`src/rtl/mac_acc_o.sv`:
```
// mac_acc_o: multiply-accumulate stage for one output neuron.
// Takes the term index stream from the output-neuron address counter, pairs
// each in-range index with the weight/hidden words returned by the external
// synchronous-read RAMs one cycle later, accumulates the signed products plus
// the bias, and emits one saturated result per run.
//
// Handshake: sel is meaningful only while sel_rdy is high; sel_rdy stays high
// for the whole counter run and its fall ends the run. There is no
// backpressure. out_rdy is a single-cycle strobe with no ready; out_data is
// valid in that cycle and holds until the next result or reset.
module mac_acc_o #(
  parameter int DW      = 16,
  parameter int FRAC    = 8,
  parameter int N_TERMS = 8,
  parameter int AW      = 4
) (
  input  logic          clk,
  input  logic          reset,
  input  logic [AW-1:0] sel,
  input  logic          sel_rdy,
  input  logic [DW-1:0] w_data,
  input  logic [DW-1:0] hid_data,
  input  logic [DW-1:0] b_data,
  output logic [DW-1:0] out_data,
  output logic          out_rdy,
  output logic          busy,
  output logic [1:0]    dbg_state
);

  localparam int ACC_W = 2*DW + 4;
  localparam logic [AW-1:0] LAST_IDX = AW'(N_TERMS - 1);
  localparam logic signed [ACC_W-1:0] SAT_MAX = {{(ACC_W-DW+1){1'b0}}, {(DW-1){1'b1}}};
  localparam logic signed [ACC_W-1:0] SAT_MIN = {{(ACC_W-DW+1){1'b1}}, {(DW-1){1'b0}}};

  typedef enum logic [1:0] {
    IDLE = 2'd0,
    ACC  = 2'd1,
    FIN  = 2'd2,
    DONE = 2'd3
  } state_t;

  state_t state, state_next;

  // Stage-1 registers line the index up with the RAM read data.
  logic          v1;
  logic          run1;
  logic [AW-1:0] i1;
  logic [AW-1:0] last_i;

  logic signed [ACC_W-1:0] acc;
  logic signed [2*DW-1:0]  w_ext, h_ext, prod;
  logic signed [ACC_W-1:0] prod_ext, bias_ext, acc_shr;
  logic [DW-1:0]           sat_val;

  logic term_first, term_add, acc_clr;

  // Both operands sign-extended to the product width so the low 2*DW bits
  // of the multiply are the exact signed product.
  assign w_ext    = {{DW{w_data[DW-1]}}, w_data};
  assign h_ext    = {{DW{hid_data[DW-1]}}, hid_data};
  assign prod     = w_ext * h_ext;
  assign prod_ext = {{(ACC_W-2*DW){prod[2*DW-1]}}, prod};
  assign bias_ext = {{(ACC_W-DW){b_data[DW-1]}}, b_data} << FRAC;
  assign acc_shr  = acc >>> FRAC;

  assign busy      = (state == ACC);
  assign dbg_state = state;

  // Stage 1: register validity, index and run flag for the next cycle.
  always_ff @(posedge clk or negedge reset) begin
    if (!reset) begin
      v1   <= 1'b0;
      run1 <= 1'b0;
      i1   <= '0;
    end else begin
      v1   <= sel_rdy && (int'(sel) < N_TERMS);
      run1 <= sel_rdy;
      i1   <= sel;
    end
  end

  // Next-state and accumulator control.
  always_comb begin
    state_next = state;
    term_first = 1'b0;
    term_add   = 1'b0;
    acc_clr    = 1'b0;
    case (state)
      IDLE: begin
        if (v1 && (i1 == '0)) begin
          term_first = 1'b1;
          state_next = (i1 == LAST_IDX) ? FIN : ACC;
        end
      end
      ACC: begin
        if (!run1) begin
          acc_clr    = 1'b1;
          state_next = IDLE;
        end else if (v1) begin
          if (i1 == last_i + AW'(1)) begin
            term_add = 1'b1;
            if (i1 == LAST_IDX) state_next = FIN;
          end else begin
            acc_clr    = 1'b1;
            state_next = IDLE;
          end
        end
      end
      FIN:     state_next = DONE;
      DONE:    if (!run1) state_next = IDLE;
      default: state_next = IDLE;
    endcase
  end

  // State register.
  always_ff @(posedge clk or negedge reset) begin
    if (!reset) state <= IDLE;
    else        state <= state_next;
  end

  // Accumulator and the index of the last accepted term.
  always_ff @(posedge clk or negedge reset) begin
    if (!reset) begin
      acc    <= '0;
      last_i <= '0;
    end else if (acc_clr) begin
      acc    <= '0;
    end else if (term_first) begin
      acc    <= bias_ext + prod_ext;
      last_i <= i1;
    end else if (term_add) begin
      acc    <= acc + prod_ext;
      last_i <= i1;
    end
  end

  // Rescale the accumulator and clamp it to the DW-bit signed range.
  always_comb begin
    sat_val = acc_shr[DW-1:0];
    if (acc_shr > SAT_MAX)      sat_val = {1'b0, {(DW-1){1'b1}}};
    else if (acc_shr < SAT_MIN) sat_val = {1'b1, {(DW-1){1'b0}}};
  end

  // Result register: load in FIN, strobe out_rdy the following cycle.
  always_ff @(posedge clk or negedge reset) begin
    if (!reset) begin
      out_data <= '0;
      out_rdy  <= 1'b0;
    end else begin
      out_rdy <= (state == FIN);
      if (state == FIN) out_data <= sat_val;
    end
  end

endmodule
```
`config.mk`:
```
export PLATFORM = sky130hd
export DESIGN_NAME = mac_acc_o
export DESIGN_NICKNAME = d
export VERILOG_FILES = /design/src/rtl/mac_acc_o.sv
export SDC_FILE = /design/constraint.sdc
export NUM_CORES = 1
export LEC_CHECK = 0
export ABC_AREA = 1
export CORE_MARGIN = 10
export CORE_UTILIZATION = 35
export DETAILED_ROUTE_END_ITERATION = 7
export HOLD_SLACK_MARGIN = 0.08
export PLACE_DENSITY = 0.58
export SETUP_SLACK_MARGIN = 0.05
export SYNTH_ARGS = -nofsm -noshare
export SYNTH_HDL_FRONTEND = slang
export SYNTH_SLANG_ARGS = --single-unit
```
`constraint.sdc`:
```
create_clock -name clk -period 2.49 [get_ports clk]
set_clock_uncertainty 0.2 [all_clocks]
set_input_delay 0.249 -clock clk [delete_from_list [all_inputs] [get_ports clk]]
set_output_delay 0.249 -clock clk [all_outputs]
set_load 0.01 [all_outputs]
```
==> metrics.yaml, run 1 <==
run:
  maxCapViolations: 0
final_layout:
  utilization_pct: 58.1
  fin_nets: 3516
  final_area_um2: 28500
  final_cell_mix: "nand2_1 (495), inv_1 (485), buf_4 (420)"
  final_common_cell: "nand2_1"
  layout-drive-gt1-share_pct: 43.9
  antenna_cells: 0
  area_growth_pct: 64.1
critical_path:
  reg2reg_to: "acc[32]"
  cp.required_ns: 2.52
  path_class: "in2reg"
  crit_end: "acc[29]"
  slowest_stage: "fa_1"
  path_max_fanout: 5
  slowest_delay_ns: 0.58
  cp.arrival_ns: 7.05
  end_kind: "register"
  start_kind: "input port"
  r2r-start: "acc[0]"
  reg2reg_depth: 13
  crit_start: "hid_data[14]"
  rrSetupSlack_ns: -0.13
  path_common_cell: "fa_1"
clocking:
  numCtsBuffers: 9
  cts-root-buf: "clkbuf_16"
  tritoncts: "done"
  clkTransAtPathRegs_ns: 0.06
  clk_path_buf_depth: 2
  clock-sinks: 65
  htreeDepth: 3
  clock_latency_ns: 0.34
route:
  routedWlPerCell_um: 17.4
  drt_drc_violations_left: 0
  drt_iter0_markers: 1099
  drt_pass1_iterations: 5
  vias: 18300
  wirelength_um: 64700
  via_per_inst: 4.91
  detail-route-antenna-nets: 0
synth:
  synth_cells: 2478
  syn_area_per_cell_um2: 7.00
  synth_seq_cells: 65
  synth_top_area_share_pct: 30.5
  syn-num-nets: 2939
  synthFlopType: "dfrtp_1"
  yosysSeqAreaShare_pct: 9.38
  synth_edf_count: 0
  synth_top_cell_by_area: "fa_1"
  synth.area.top_cells: "fa_1 (30%), nand2_1 (14%), inv_1 (13%), ha_1 (10%), dfrtp_1 (9.4%)"
  ys_warn_count: 0
  synthArstFlopShare_pct: 100
  ys_types: 47
  synth_area_um2: 17300
floorplan:
  ios: 75
  start_util_pct: 35.4
  dieHeight_um: 243
  rows: 81
  die-area_um2: 58800
  die_width_um: 243
  core_um2: 49000
place:
  place_ws_ns: -5.32
  placed_cell_area_um2: 23000
  io_buffers: 74
  place.gp.congestion: 0.973
  place_hpwl_um: 48500
timing:
  setup_tns_ns: -122.20
  report.final.setup_viol: 33
  fmaxAchievable_mhz: 143
  slew_viol_final: 0
  min_period_ns: 7.01
  hold_viol: 0
  relSlewSlack_pct: 68.4
  rsz0062_at_grt: "true"
  min_period_over_period_pct: 282
  max_slew.worst_pin.slew_ns: 0.471
  setup_ws_ns: -4.52
status:
  violations: "setup timing"
  status: "complete, but fails checks"
grt:
  gr-usage-all-layers_pct: 21.6
  grt_pass1_vias: 19400
  antenna_found_initial: 0
  grt_max_degree: 66
  grt_overflow_total: 0
  grt_pass1_wl_um: 103000
worst_hold_path:
  worstHoldPathType: "in2reg"
logic make-up after synthesis:
family,count (synthesis),share of synthesized area [%]
simple gates,1019,24.1
buf+inv,677,14.9
xor+xnor,50,2.53
flops,65,9.38
compound gates,261,8.41
fa+ha+maj,406,40.7
routing by layer:
metal | vias to the layer above | wire length [um] | GRT usage [%]
met5 | - | 0 | 0
met4 | 0 | 2720 | 8.16
met3 | 149 | 3120 | 2.76
met2 | 522 | 32200 | 37.6
met1 | 8984 | 26700 | 26.7
li1 | 8628 | - | -
Yosys cell counts, drive strengths merged, types with 2 or more instances:
master	count
nand2	657
inv	601
fa	264
nor2	182
ha	142
nand3	117
o21ai	104
a21oi	100
dfrtp	65
clkbuf	64
xnor2	26
nand4	24
xor2	24
nor3	20
o21bai	15
o211ai	12
buf	11
a21o	8
or2	8
a31oi	7
nor4	6
o21a	4
nand3b	3
a21boi	2
a31o	2
o31ai	2
layout make-up:
cell class / instances / area [um^2]
Timing Repair Buffer: 641 / 6130
Fill cell: 4156 / 20500
Clock inverter: 7 / 81.3
Clock buffer: 9 / 225
Sequential cell: 65 / 1630
Tap cell: 664 / 831
Multi-Input combinational cell: 1736 / 17300
Inverter: 602 / 2290
worst min path at each step:
stage	from	endpoint	slack, ns	depth (start not counted)
after floorplan	reset	acc[0]	-0.25	0
after global placement	reset	acc[9]	0.10	2
after detailed placement	reset	out_data[10]	0.11	2
after CTS	sel[2]	i1[2]	0.14	1
after global routing	sel[2]	i1[2]	0.16	1
final	sel[2]	i1[2]	0.14	1
sequential cells by signal, summed over array words and instances (netlist names):
name and cells:
i1 4, v1 1, out_data 16, dbg_state 2, last_i 4, out_rdy 1, acc 36, run1 1
through the flow:
step | hold WS (ns) | cells
floorplan | -0.247 | 2478
global placement | 0.101 | 3532
detailed placement | 0.110 | 3532
CTS | 0.138 | 3672
global route | 0.155 | 3724
finish | 0.145 | 3724
repair_timing:
item	4_1_cts	5_1_grt
hold endpoints to repair	65	0
gates cloned	18	0
endpoints found under the setup margin	34	35
hold buffers	1	0
setup buffers	111	61
pin swaps	293	223
gates resized for setup	715	278
worst max-delay path: cells and delay by family:
kind	cells	cell delay [ns]
XOR/XNOR	1	0.32
adder cells (fa/ha/maj)	8	3.78
AND/OR/NAND/NOR	13	1.24
AO/OA/AOI/OAI	4	0.48
buffers and inverters	8	0.93
Power of run 1 is not shown: default switching activity piles up to over one toggle a cycle in this logic, so the estimate is an artifact.
==> inputs of run 2 (changes only) <==
--- a/config.mk
+++ b/config.mk
@@ -6,6 +6,7 @@
 export NUM_CORES = 1
 export LEC_CHECK = 0
 export ABC_AREA = 1
+export CAP_MARGIN = 20
 export CORE_MARGIN = 10
 export CORE_UTILIZATION = 35
 export DETAILED_ROUTE_END_ITERATION = 7
==> results of run 2 <==
Final layout, timing and power as in run 1 (identical DEF).
Power of run 2 is left out for the same reason.
